[config.mk]
export PLATFORM = sky130hd
export DESIGN_NAME = vga_timing_gen
export DESIGN_NICKNAME = d
export VERILOG_FILES = /design/src/rtl/vga_timing_pkg.sv /design/src/rtl/sync_delay.sv /design/src/rtl/vga_timing_gen.sv
export SDC_FILE = /design/constraint.sdc
export NUM_CORES = 1
export LEC_CHECK = 0
export BUFFER_PORTS_ARGS = -buffer_cell sky130_fd_sc_hd__buf_2
export CORE_UTILIZATION = 50
export DETAILED_ROUTE_END_ITERATION = 8
export HOLD_SLACK_MARGIN = 0.05
export PLACE_DENSITY = 0.88
export SLEW_MARGIN = 20
export SYNTH_ARGS = -nofsm -noshare
export SYNTH_HDL_FRONTEND = slang
export SYNTH_SLANG_ARGS = --single-unit
[constraint.sdc]
create_clock -name clk -period 4.8 [get_ports clk]
set_input_delay 0 -clock clk [delete_from_list [all_inputs] [get_ports clk]]
set_output_delay 0 -clock clk [all_outputs]
set_load 0.01 [all_outputs]
[src/rtl/vga_timing_pkg.sv]
// rtl/vga_timing_pkg.sv - 640x480@60 timing constants, text-cell geometry and shared types
package vga_timing_pkg;

  localparam int unsigned H_ACTIVE_D = 640;
  localparam int unsigned H_FP_D     = 16;
  localparam int unsigned H_SYNC_D   = 96;
  localparam int unsigned H_BP_D     = 48;
  localparam int unsigned V_ACTIVE_D = 480;
  localparam int unsigned V_FP_D     = 10;
  localparam int unsigned V_SYNC_D   = 2;
  localparam int unsigned V_BP_D     = 33;

  localparam int unsigned H_TOTAL_D      = H_ACTIVE_D + H_FP_D + H_SYNC_D + H_BP_D;
  localparam int unsigned V_TOTAL_D      = V_ACTIVE_D + V_FP_D + V_SYNC_D + V_BP_D;
  localparam int unsigned H_SYNC_START_D = H_ACTIVE_D + H_FP_D;
  localparam int unsigned H_SYNC_END_D   = H_SYNC_START_D + H_SYNC_D;
  localparam int unsigned V_SYNC_START_D = V_ACTIVE_D + V_FP_D;
  localparam int unsigned V_SYNC_END_D   = V_SYNC_START_D + V_SYNC_D;

  // 8x16 glyphs on an 80x30 text grid
  localparam int unsigned GLYPH_W   = 8;
  localparam int unsigned GLYPH_H   = 16;
  localparam int unsigned TEXT_COLS = 80;
  localparam int unsigned TEXT_ROWS = 30;

  localparam int unsigned CNT_W   = 10;
  localparam int unsigned XPIX_W  = $clog2(GLYPH_W);
  localparam int unsigned YPIX_W  = $clog2(GLYPH_H);
  localparam int unsigned COL_W   = $clog2(TEXT_COLS);
  localparam int unsigned ROW_W   = $clog2(TEXT_ROWS);
  localparam int unsigned FRAME_W = 6;

  typedef struct packed {
    logic de;
    logic vsync;
    logic hsync;
  } sync_bus_t;

  function automatic logic in_window(input logic [CNT_W-1:0] c,
                                     input int unsigned lo,
                                     input int unsigned hi);
    return (32'(c) >= lo) && (32'(c) < hi);
  endfunction

endpackage

[src/rtl/sync_delay.sv]
// rtl/sync_delay.sv - fixed-depth register delay line with per-bit reset value
// DEPTH = 0 degenerates to a wire.
module sync_delay #(
  parameter int unsigned      WIDTH   = 3,
  parameter int unsigned      DEPTH   = 2,
  parameter logic [WIDTH-1:0] RST_VAL = '0
) (
  input  logic             clk,
  input  logic             rst_n,
  input  logic [WIDTH-1:0] din,
  output logic [WIDTH-1:0] dout
);

  generate
    if (DEPTH == 0) begin : g_bypass
      assign dout = din;
    end else begin : g_pipe
      logic [WIDTH-1:0] stage_q [DEPTH];
      logic [WIDTH-1:0] stage_d [DEPTH];

      always_comb begin
        stage_d[0] = din;
        for (int i = 1; i < int'(DEPTH); i++) begin
          stage_d[i] = stage_q[i-1];
        end
      end

      always_ff @(posedge clk or negedge rst_n) begin
        if (!rst_n) begin
          for (int i = 0; i < int'(DEPTH); i++) begin
            stage_q[i] <= RST_VAL;
          end
        end else begin
          for (int i = 0; i < int'(DEPTH); i++) begin
            stage_q[i] <= stage_d[i];
          end
        end
      end

      assign dout = stage_q[DEPTH-1];
    end
  endgenerate

endmodule

[src/rtl/vga_timing_gen.sv]
// rtl/vga_timing_gen.sv - VGA raster counters, delayed sync/de, text-cell coordinates, blink phases
module vga_timing_gen
  import vga_timing_pkg::*;
#(
  parameter int unsigned H_ACTIVE = H_ACTIVE_D,
  parameter int unsigned H_FP     = H_FP_D,
  parameter int unsigned H_SYNC   = H_SYNC_D,
  parameter int unsigned H_BP     = H_BP_D,
  parameter int unsigned V_ACTIVE = V_ACTIVE_D,
  parameter int unsigned V_FP     = V_FP_D,
  parameter int unsigned V_SYNC   = V_SYNC_D,
  parameter int unsigned V_BP     = V_BP_D,
  parameter bit          SYNC_POL = 1'b0,
  parameter int unsigned PIPE_DLY = 2
) (
  input  logic              clk,
  input  logic              rst_n,
  output logic [CNT_W-1:0]  hc,
  output logic [CNT_W-1:0]  vc,
  output logic [COL_W-1:0]  col,
  output logic [ROW_W-1:0]  row,
  output logic [XPIX_W-1:0] xpix,
  output logic [YPIX_W-1:0] ypix,
  output logic              hsync,
  output logic              vsync,
  output logic              de,
  output logic              sof,
  output logic              blink_cur,
  output logic              blink_attr
);

  localparam int unsigned H_TOTAL      = H_ACTIVE + H_FP + H_SYNC + H_BP;
  localparam int unsigned V_TOTAL      = V_ACTIVE + V_FP + V_SYNC + V_BP;
  localparam int unsigned H_SYNC_START = H_ACTIVE + H_FP;
  localparam int unsigned H_SYNC_END   = H_SYNC_START + H_SYNC;
  localparam int unsigned V_SYNC_START = V_ACTIVE + V_FP;
  localparam int unsigned V_SYNC_END   = V_SYNC_START + V_SYNC;

  localparam sync_bus_t SYNC_RST = '{de: 1'b0, vsync: ~SYNC_POL, hsync: ~SYNC_POL};

  logic [CNT_W-1:0]   hc_q, hc_d;
  logic [CNT_W-1:0]   vc_q, vc_d;
  logic [FRAME_W-1:0] frame_q, frame_d;
  logic               h_wrap, v_wrap, sof_raw;
  sync_bus_t          sync_raw, sync_dly;

  always_comb begin
    h_wrap  = (32'(hc_q) == H_TOTAL - 1);
    v_wrap  = (32'(vc_q) == V_TOTAL - 1);
    sof_raw = (hc_q == '0) && (vc_q == '0);
    hc_d    = h_wrap ? '0 : hc_q + CNT_W'(1);
    vc_d    = vc_q;
    if (h_wrap) begin
      vc_d = v_wrap ? '0 : vc_q + CNT_W'(1);
    end
    frame_d = sof_raw ? frame_q + FRAME_W'(1) : frame_q;
  end

  always_ff @(posedge clk or negedge rst_n) begin
    if (!rst_n) begin
      hc_q    <= '0;
      vc_q    <= '0;
      frame_q <= '0;
    end else begin
      hc_q    <= hc_d;
      vc_q    <= vc_d;
      frame_q <= frame_d;
    end
  end

  always_comb begin
    sync_raw.hsync = in_window(hc_q, H_SYNC_START, H_SYNC_END) ? SYNC_POL : ~SYNC_POL;
    sync_raw.vsync = in_window(vc_q, V_SYNC_START, V_SYNC_END) ? SYNC_POL : ~SYNC_POL;
    sync_raw.de    = (32'(hc_q) < H_ACTIVE) && (32'(vc_q) < V_ACTIVE);
  end

  // Delay matches the glyph-fetch pipeline so sync/de line up with pixel data
  sync_delay #(
    .WIDTH   (3),
    .DEPTH   (PIPE_DLY),
    .RST_VAL (SYNC_RST)
  ) u_sync_delay (
    .clk   (clk),
    .rst_n (rst_n),
    .din   (sync_raw),
    .dout  (sync_dly)
  );

  assign hc    = hc_q;
  assign vc    = vc_q;
  assign col   = hc_q[CNT_W-1:XPIX_W];
  assign row   = vc_q[ROW_W+YPIX_W-1:YPIX_W];
  assign xpix  = hc_q[XPIX_W-1:0];
  assign ypix  = vc_q[YPIX_W-1:0];
  assign hsync = sync_dly.hsync;
  assign vsync = sync_dly.vsync;
  assign de    = sync_dly.de;

  // Counters sit at 0,0 during reset; gating keeps sof low there yet high in the first cycle after release
  assign sof        = sof_raw & rst_n;
  assign blink_cur  = frame_q[4];
  assign blink_attr = frame_q[5];

endmodule

==> flow_metrics.tcl, run 1 <==
set metrics [dict create \
    run_status "completed" \
    cp.required_ns 5.07 \
    cts.sinks 32 \
    drt_pass1_iterations 4 \
    clk_pin_slew_ns 0.10 \
    vias 1321 \
    path_buf_inv 0 \
    synth_nets 181 \
    rsz0062_at_grt "no" \
    cp-start-kind "flip-flop" \
    cts_inserted_buffers 5 \
    finalCritPeriodShare_pct 44.9 \
    synthTopCellsByArea "dfrtp_1 41%, buf_4 8.3%, dfstp_2 6.1%, xor2_1 6.1%, ha_1 4.4%" \
    slew_violations 0 \
    ctsResizeCount 0 \
    htreeDepth 2 \
    initial_core_util_pct 54.6 \
    p_comb_share_pct 1.3 \
    gp_congestion 0.815 \
    ff2ff_path_depth 5 \
    drc 0 \
    tightest_slew_ns 0.767 \
    crit_type "reg2reg" \
    slowest_stage "or4_4" \
    power_frac_seq_pct 61.4 \
    antenna_found_initial 0 \
    io-pin-count 47 \
    multi_input_area_um2 704 \
    area_growth_pct 10.3 \
    crit_family "simple AND/OR/NAND/NOR gates" \
    path_max_fanout 10 \
    internal-power_mw 0.343 \
    postCtsSetupBuffers 0 \
    fin_setup_tns_ns 0 \
    hpwl_um 2280 \
    die_y_um 60.7 \
    ys.flop_type "dfrtp_1" \
    yosys_register_bits 32 \
    layout_commonest_cell "buf_2" \
    ys_warn_count 0 \
    synth_area_mm2 0.00172 \
    fin_crit_ns 2.16 \
    timing.fmax_ghz 0.464 \
    drv_cap 0 \
    grt.overflow.total 0 \
    arrival_ns 2.42 \
    ir_drop_uv 128 \
    diodes 0 \
    synth_cells 173 \
    die_w_um 60.7 \
    clock_power_share_pct 37.3 \
    cts_tree "built" \
    die_area_mm2 0.00368 \
    hold_class "in2async" \
    synth_top_area_share_pct 40.7 \
    clock-root-buffer "clkbuf_4" \
    numPortBuffers 46 \
    via_per_inst 5.35 \
    wl_um 3270 \
    yosysTopAreaCell "dfrtp_1" \
    p_leak_nw 0.976 \
    wire_per_inst_um 13.2 \
    max_stage_delay_ns 0.60 \
    synth_edf_count 0 \
    grt_pass1_wl_um 5410 \
    p_per_area_mw_per_mm2 231 \
    synthArstFlopShare_pct 100 \
    grt_use_total_pct 20.6 \
    hold_violations 0 \
    ant_nets 0 \
    grt_pass1_vias 1220 \
    synth.avg_cell_area_um2 9.94 \
    yosysUniqueCellTypes 39 \
    cp.depth 5 \
    regArea_um2 806 \
    placed_cell_area_mm2 0.00183 \
    rows 20 \
    switchingPower_mw 0.0966 \
    final_nets 210 \
    first_iter_violations 59 \
    crit_chain "ha_1, nand3_2, or4_4, or4_1, o21ai_1" \
    slew_headroom_pct 48.4 \
    skew_ns 0.0112 \
    setup_viol 0 \
    cp-end-kind "flip-flop" \
    clk_latency_ns 0.34 \
    fin_area_mm2 0.00190 \
    fp.coreArea_mm2 0.00315 \
    final_cell_mix "46 x buf_2, 28 x dfrtp_1, 14 x nor2_1" \
    ys_seq_area_share_pct 46.8 \
    drive_gt1_share_pct 29.6 \
    grt_max_degree 34 \
    clockBufferDepth 2 \
    nFillCells 282 \
    switching_share_pct 22.0 \
]
routing by layer:
layer | vias up | routed length, um | track usage, %
met2 | 42 | 1550 | 33.0
li1 | 635 | - | -
met5 | - | 0 | 0
met3 | 10 | 145 | 4.90
met4 | 0 | 87 | 11.7
met1 | 634 | 1480 | 25.5
synthesized netlist by cell type, drive strengths merged (2+ instances only):
cell type	number
a21oi	2
and3	4
buf	23
clkbuf	2
dfrtp	28
dfstp	4
ha	6
inv	9
nand2	7
nand3	14
nand4	6
nand4b	2
nor2	14
nor2b	2
nor3	7
nor4	6
nor4b	2
o21ai	6
or4	2
xnor2	3
xor2	12
final cells by class:
type / count / share of cell area, %
clock buffers: 8 / 3.10
inverters: 9 / 1.78
multi-input cells: 107 / 37.1
flip-flops and latches: 32 / 42.5
well taps: 44 / 2.90
repair buffers: 47 / 12.7
per-stage QoR:
stage | hold slack, ns | cells | util, % | total power, mW | setup WS, ns
finish | 0.239 | 247 | 60.2 | 0.439 | 2.64
global route | 0.325 | 247 | 60.2 | 0.458 | 2.53
CTS | 0.260 | 247 | 60.2 | 0.442 | 2.66
detailed placement | 0.0885 | 238 | 58.0 | 0.280 | 2.72
global placement | 0.0888 | 238 | 58.0 | 0.280 | 2.79
floorplan | -0.296 | 173 | - | 0.275 | 2.71
power by group through the flow:
| stage | combinational, mW | clock [mW] | sequential (mW) |
|---|---|---|---|
| floorplan | 0.00000597 | 0 | 0.275 |
| global placement | 0.00570 | 0 | 0.275 |
| detailed placement | 0.00571 | 0 | 0.275 |
| CTS | 0.00631 | 0.167 | 0.270 |
| global route | 0.00716 | 0.181 | 0.270 |
| finish | 0.00579 | 0.164 | 0.270 |
cell families (layout without fill, tap and decap cells):
logic type / after synthesis / count (layout) / synth area share, %
DFF: 32 / 32 / 46.8
xor gates and xnor gates: 15 / 15 / 7.64
buffers and inverters: 34 / 64 / 12.2
and+or+nand+nor: 71 / 71 / 23.1
muxes: 2 / 2 / 1.24
AOI/OAI and AO/OA: 13 / 13 / 4.65
adders and majority gates: 6 / 6 / 4.36
state kept, by name, summed over array words and instances (netlist names):
register and cells:
hc 10, vc 10, frame_q 6, u_sync_delay.dout 3, u_sync_delay.g_pipe.stage_d 3
worst paths after layout:
path | from | end | slack [ns]
min in group clk | u_sync_delay.g_pipe.stage_d[2]$_DFF_PN0_ | u_sync_delay.dout[2]$_DFF_PN0_ | 0.36
max in group asynchronous | rst_n | vc[5]$_DFFE_PN0N_ | 4.11
max reg2reg | hc[0]$_DFF_PN0_ | vc[9]$_DFFE_PN0N_ | 2.64
max | hc[0]$_DFF_PN0_ | vc[9]$_DFFE_PN0N_ | 2.64
min | rst_n | frame_q[0]$_DFFE_PN0P_ | 0.24
min reg2reg | u_sync_delay.g_pipe.stage_d[2]$_DFF_PN0_ | u_sync_delay.dout[2]$_DFF_PN0_ | 0.36
repair_timing:
| item | in CTS | in global routing |
|---|---|---|
| hold endpoints to repair | 28 | 0 |
| hold buffers | 1 | 0 |
| endpoints found under the setup margin | 0 | 0 |
Power figures use the tool's default switching activity.
==> run 2, diff against run 1 <==
==> constraint.sdc (replaced) <==
create_clock -name clk -period 2 [get_ports clk]
set_input_delay 0 -clock clk [delete_from_list [all_inputs] [get_ports clk]]
set_output_delay 0 -clock clk [all_outputs]
set_load 0.01 [all_outputs]
==> flow_metrics.tcl, run 2 (synthesized netlist as in run 1, its figures left out) <==
set metrics [dict create \
    drive_gt1_share_pct 36.5 \
    grt_use_total_pct 22.3 \
    clk_latency_ns 0.35 \
    ant_nets 0 \
    grt.overflow.total 0 \
    vias 1369 \
    antenna_found_initial 0 \
    htreeDepth 2 \
    via_per_inst 5.21 \
    die_area_mm2 0.00368 \
    p_comb_share_pct 1.6 \
    slew_violations 0 \
    cts_tree "built" \
    cts_inserted_buffers 5 \
    first_iter_violations 61 \
    clock-root-buffer "clkbuf_4" \
    finalCritPeriodShare_pct 95.1 \
    rrSetupSlack_ns 0.1 \
    diodes 0 \
    pre_cts_slack_ns 0.0797 \
    grt_pass1_vias 1350 \
    grt_max_degree 20 \
    switching_share_pct 22.7 \
    fin_setup_tns_ns 0 \
    setup_viol 0 \
    area_growth_pct 17.8 \
    slew_headroom_pct 72.5 \
    cp.required_ns 2.27 \
    nFillCells 278 \
    max_stage_delay_ns 0.59 \
    r2r_end "vc[9]$_DFFE_PN0N_" \
    r2r_start "hc[7]$_DFF_PN0_" \
    numPortBuffers 46 \
    cts.sinks 32 \
    fin_crit_ns 1.90 \
    die_w_um 60.7 \
    fin_hold_ws_ns 0.104 \
    fp.coreArea_mm2 0.00315 \
    cp-start-kind "flip-flop" \
    final_nets 226 \
    io-pin-count 47 \
    p_leak_nw 1.05 \
    run_status "completed" \
    layout_commonest_cell "buf_2" \
    final_cell_mix "46 x buf_2, 26 x dfrtp_1, 16 x buf_4" \
    power_frac_seq_pct 63.5 \
    timing.fmax_ghz 0.526 \
    drc 0 \
    hold_violations 0 \
    ff2ff_path_depth 4 \
    slowest_stage "or4_4" \
    rows 20 \
    rsz0062_at_grt "no" \
    p_per_area_mw_per_mm2 502 \
    die_y_um 60.7 \
    drt_pass1_iterations 4 \
    tightest_slew_ns 0.412 \
    clk_pin_slew_ns 0.10 \
    wire_per_inst_um 13.8 \
    crit_chain "nand4b_1, or4_4, or4_1, o21ai_1" \
    crit_type "reg2reg" \
    multi_input_area_um2 719 \
    hpwl_um 2640 \
    initial_core_util_pct 54.6 \
    grt_pass1_wl_um 5910 \
    ir_drop_uv 283 \
    gp_congestion 0.816 \
    path_max_fanout 10 \
    hold_class "in2async" \
    regArea_um2 808 \
    switchingPower_mw 0.232 \
    clock_power_share_pct 34.9 \
    drv_cap 0 \
    wl_um 3640 \
    setup_ws_ns 0.0986 \
    cp-end-kind "flip-flop" \
    internal-power_mw 0.787 \
    arrival_ns 2.17 \
    clockBufferDepth 2 \
    skew_ns 0.0133 \
]
-- run 2: cell types whose count changed in the layout (fill, tap and decap cells not counted), sizes merged --
cell	previous run	this run
buf	46	62
clkbuf	8	7
clkinv	0	1
-- run 2: cell type report --
class	count	area share (%)
Sequential cell	32	39.9
Multi-Input combinational cell	107	35.5
Timing Repair Buffer	63	17.8
Tap cell	44	2.72
Clock buffer	7	2.22
Inverter	9	1.67
Clock inverter	1	0.247
-- run 2: layer usage --
layer / part of all wire (%) / vias up / GRT usage [%]
li1: - / 673 / -
met1: 45 / 645 / 29.2
met2: 48 / 42 / 33.8
met3: 5.4 / 9 / 4.48
met4: 2.1 / 0 / 14.6
met5: 0 / - / 0
-- run 2: repair_timing --
item                                    4_1_cts  5_1_grt
endpoints found under the hold margin        31        0
setup buffers                                 0        3
resized for setup                             0        1
hold buffers                                  1        0
endpoints found under the setup margin        0        4
-- run 2: through the flow --
step,power [mW],utilization [%],cell area [um^2],std cells
4_1_cts,1.03,63.5,2000,260
6_report,1.02,64.3,2030,263
3_5_place_dp,0.675,61.6,1940,251
3_3_place_gp,0.675,61.6,1940,251
2_1_floorplan,0.660,-,1740,173
5_1_grt,1.05,64.3,2030,263
-- run 2: how the worst max path moves through the flow --
stage,from,end,slack [ns]
after global routing,hc[7]$_DFF_PN0_,vc[9]$_DFFE_PN0N_,0.02
final,hc[7]$_DFF_PN0_,vc[9]$_DFFE_PN0N_,0.1
after CTS,hc[1]$_DFF_PN0_,frame_q[1]$_DFFE_PN0P_,0.05
after detailed placement,hc[0]$_DFF_PN0_,frame_q[1]$_DFFE_PN0P_,0.08
after floorplan,hc[0]$_DFF_PN0_,vc[9]$_DFFE_PN0N_,0.007
after global placement,hc[0]$_DFF_PN0_,vc[9]$_DFFE_PN0N_,0.15
-- run 2: worst max-delay path: cells and delay by family (launching register included) --
kind / cells / cell delay, ns
AOI/OAI and AO/OA: 1 / 0.09
DFF: 1 / 0.40
and+or+nand+nor: 3 / 1.36
-- run 2: power groups by stage --
stage | combinational, mW | clock [mW] | sequential, mW
after floorplan | 0.0000137 | 0 | 0.659
after global placement | 0.0154 | 0 | 0.659
after detailed placement | 0.0158 | 0 | 0.659
after CTS | 0.0173 | 0.362 | 0.647
after global routing | 0.0186 | 0.387 | 0.647
final | 0.0163 | 0.355 | 0.647
==> run 3, diff against run 2 <==
--- a/config.mk
+++ b/config.mk
@@ -5,7 +5,7 @@
 export SDC_FILE = /design/constraint.sdc
 export NUM_CORES = 1
 export LEC_CHECK = 0
-export BUFFER_PORTS_ARGS = -buffer_cell sky130_fd_sc_hd__buf_2
+export BUFFER_PORTS_ARGS = -buffer_cell sky130_fd_sc_hd__buf_4
 export CORE_UTILIZATION = 50
 export DETAILED_ROUTE_END_ITERATION = 8
 export HOLD_SLACK_MARGIN = 0.05
@@ -13,4 +13,5 @@
 export SLEW_MARGIN = 20
 export SYNTH_ARGS = -nofsm -noshare
 export SYNTH_HDL_FRONTEND = slang
+export SYNTH_HIERARCHICAL = 1
 export SYNTH_SLANG_ARGS = --single-unit
==> flow_metrics.tcl, run 3 <==
set metrics [dict create \
    run_status "completed" \
    clk_latency_ns 0.34 \
    fp.coreArea_mm2 0.00313 \
    final_nets 208 \
    tightest_slew_ns 0.584 \
    synth.avg_cell_area_um2 10.7 \
    antenna_found_initial 0 \
    yosysMostFrequentCell "dfrtp_1" \
    slew_violations 0 \
    crit_type "reg2reg" \
    power_mw 1.05 \
    grt_pass1_vias 1264 \
    arrival_ns 2.16 \
    switching_share_pct 22.2 \
    cp.required_ns 2.22 \
    clk_pin_slew_ns 0.10 \
    synth_common_cells "28 x dfrtp_1, 19 x buf_4, 11 x nand3_1" \
    ff2ff_path_depth 6 \
    fin_crit_ns 1.93 \
    drive_gt1_share_pct 38.8 \
    drt_pass1_iterations 4 \
    clock_power_share_pct 37.0 \
    hold_class "in2async" \
    wl_um 3630 \
    r2r_start "hc[0]$_DFF_PN0_" \
    internal-power_mw 0.817 \
    pre_cts_slack_ns 0.0460 \
    io-pin-count 47 \
    grt_max_degree 34 \
    switchingPower_mw 0.233 \
    timing.fmax_ghz 0.517 \
    yosysTopAreaCell "dfrtp_1" \
    crit_chain "inv_1, ha_1, nor4b_2, nand4_1, nor2_1, mux2_1" \
    hold_violations 0 \
    crit_path_end "frame_q[1]$_DFFE_PN0P_" \
    met3WireLength_um 198 \
    ys_seq_area_share_pct 47.5 \
    first_iter_violations 36 \
    drv_cap 0 \
    path_max_fanout 7 \
    cts_inserted_buffers 5 \
    slew_headroom_pct 60.7 \
    post-route-util_pct 67.0 \
    final_cell_mix "56 x buf_4, 27 x dfrtp_1, 11 x nand3_1" \
    setup_ws_ns 0.0660 \
    max_stage_delay_ns 0.47 \
    ir_drop_uv 322 \
    p_leak_nw 1.09 \
    clock-root-buffer "clkbuf_4" \
    synth_top_area_share_pct 41.3 \
    vias 1320 \
    synthTopCellsByArea "dfrtp_1 41%, buf_4 8.4%, dfstp_2 6.2%, ha_1 4.4%, xnor2_1 4.1%" \
    synth_cells 158 \
    cts_tree "built" \
    area_growth_pct 23.4 \
    gp_congestion 0.839 \
    ys_warn_count 6 \
    die_area_mm2 0.00363 \
    die_w_um 60.3 \
    p_comb_share_pct 1.4 \
    layout_commonest_cell "buf_4" \
    numPortBuffers 46 \
    synth_area_mm2 0.00170 \
    crit_family "simple AND/OR/NAND/NOR gates" \
    cp-start-kind "flip-flop" \
    yosysUniqueCellTypes 39 \
    clockBufferDepth 2 \
    hpwl_um 2630 \
    htreeDepth 2 \
    skew_ns 0.0108 \
    synth_edf_count 0 \
    slowest_stage "dfrtp_2" \
    grt_use_total_pct 22.7 \
    cp-end-kind "flip-flop" \
    drc 0 \
    grt.overflow.total 0 \
    yosys_register_bits 32 \
    rsz0062_at_grt "yes" \
    wire_per_inst_um 14.8 \
    setup_viol 0 \
    rows 20 \
    wl_met2_um 1850 \
    path_buf_inv 1 \
    cts.sinks 32 \
    highest_layer "met4" \
    via_per_inst 5.39 \
    p_per_area_mw_per_mm2 501 \
    m1WireLength_um 1520 \
    synth_nets 166 \
    synthArstFlopShare_pct 100 \
    finalCritPeriodShare_pct 96.7 \
    ys.flop_type "dfrtp_1" \
    fin_setup_tns_ns 0 \
    rrSetupSlack_ns 0.07 \
    initial_core_util_pct 54.3 \
    die_y_um 60.3 \
    cp.depth 6 \
    grt_pass1_wl_um 5860 \
    r2r_end "frame_q[1]$_DFFE_PN0P_" \
    crit_start "hc[0]$_DFF_PN0_" \
    ant_nets 0 \
    diodes 0 \
    power_frac_seq_pct 61.6 \
]
==> run 3: cell types whose count changed after synthesis, moves of 3 or more <==
cell	change
xnor2_1	+5
nand2_1	-4
nor2_1	-5
o21ai_0	-4
buf_2	-3
xor2_1	-5
==> run 3: worst min path at each step <==
stage                             end  cells after the start  slack (ns)   from
2_1_floorplan  frame_q[0]$_DFFE_PN0P_                      0       -0.30  rst_n
3_3_place_gp          hc[2]$_DFF_PN0_                      1       -0.04  rst_n
3_5_place_dp          hc[2]$_DFF_PN0_                      1       -0.04  rst_n
4_1_cts             vc[9]$_DFFE_PN0N_                      2        0.13  rst_n
5_1_grt             vc[9]$_DFFE_PN0N_                      2        0.16  rst_n
6_report              hc[5]$_DFF_PN0_                      2        0.13  rst_n
==> run 3: power groups by stage <==
| stage | registers [mW] | clock network (mW) | logic, mW |
|---|---|---|---|
| finish | 0.647 | 0.388 | 0.0147 |
| floorplan | 0.660 | 0 | 0.0000138 |
| detailed placement | 0.659 | 0 | 0.0143 |
| CTS | 0.647 | 0.397 | 0.0160 |
| global placement | 0.659 | 0 | 0.0141 |
| global route | 0.647 | 0.426 | 0.0177 |
==> run 3: cell type report <==
type | instances | area, um^2
timing repair buffer | 57 | 430
tap | 44 | 55.1
clock inverter | 2 | 10.0
sequential | 32 | 807
fill | 260 | 1030
clock buffer | 6 | 51.3
multi-input combinational | 95 | 707
inverter | 9 | 33.8
==> run 3: repair_timing <==
action,in CTS,in global routing
setup endpoints to repair,1,9
endpoints found under the hold margin,32,0
pin swaps,1,1
gates resized for setup,1,2
buffers inserted,0,1
hold buffers,1,0
==> run 3: stage by stage <==
stage | hold WS, ns | area (um^2) | std cells
3_3_place_gp | -0.0430 | 2000 | 235
3_5_place_dp | -0.0418 | 2000 | 235
6_report | 0.133 | 2090 | 245
2_1_floorplan | -0.296 | 1700 | 158
5_1_grt | 0.156 | 2090 | 245
4_1_cts | 0.135 | 2080 | 244
==> run 3: cells by family after synthesis <==
logic type | count (synthesis) | share of synthesized area [%]
buffers and inverters | 31 | 11.6
multiplexers | 4 | 2.73
XOR/XNOR | 15 | 7.74
AO/OA/AOI/OAI | 16 | 6.34
flip-flops | 32 | 47.5
AND/OR/NAND/NOR | 54 | 19.7
adder cells (fa/ha/maj) | 6 | 4.42
==> run 3: routing by layer <==
layer	GRT usage [%]	vias to the layer above
met5	0	-
met4	9.97	0
met3	6.28	7
met2	39.9	47
met1	25.3	648
li1	-	618
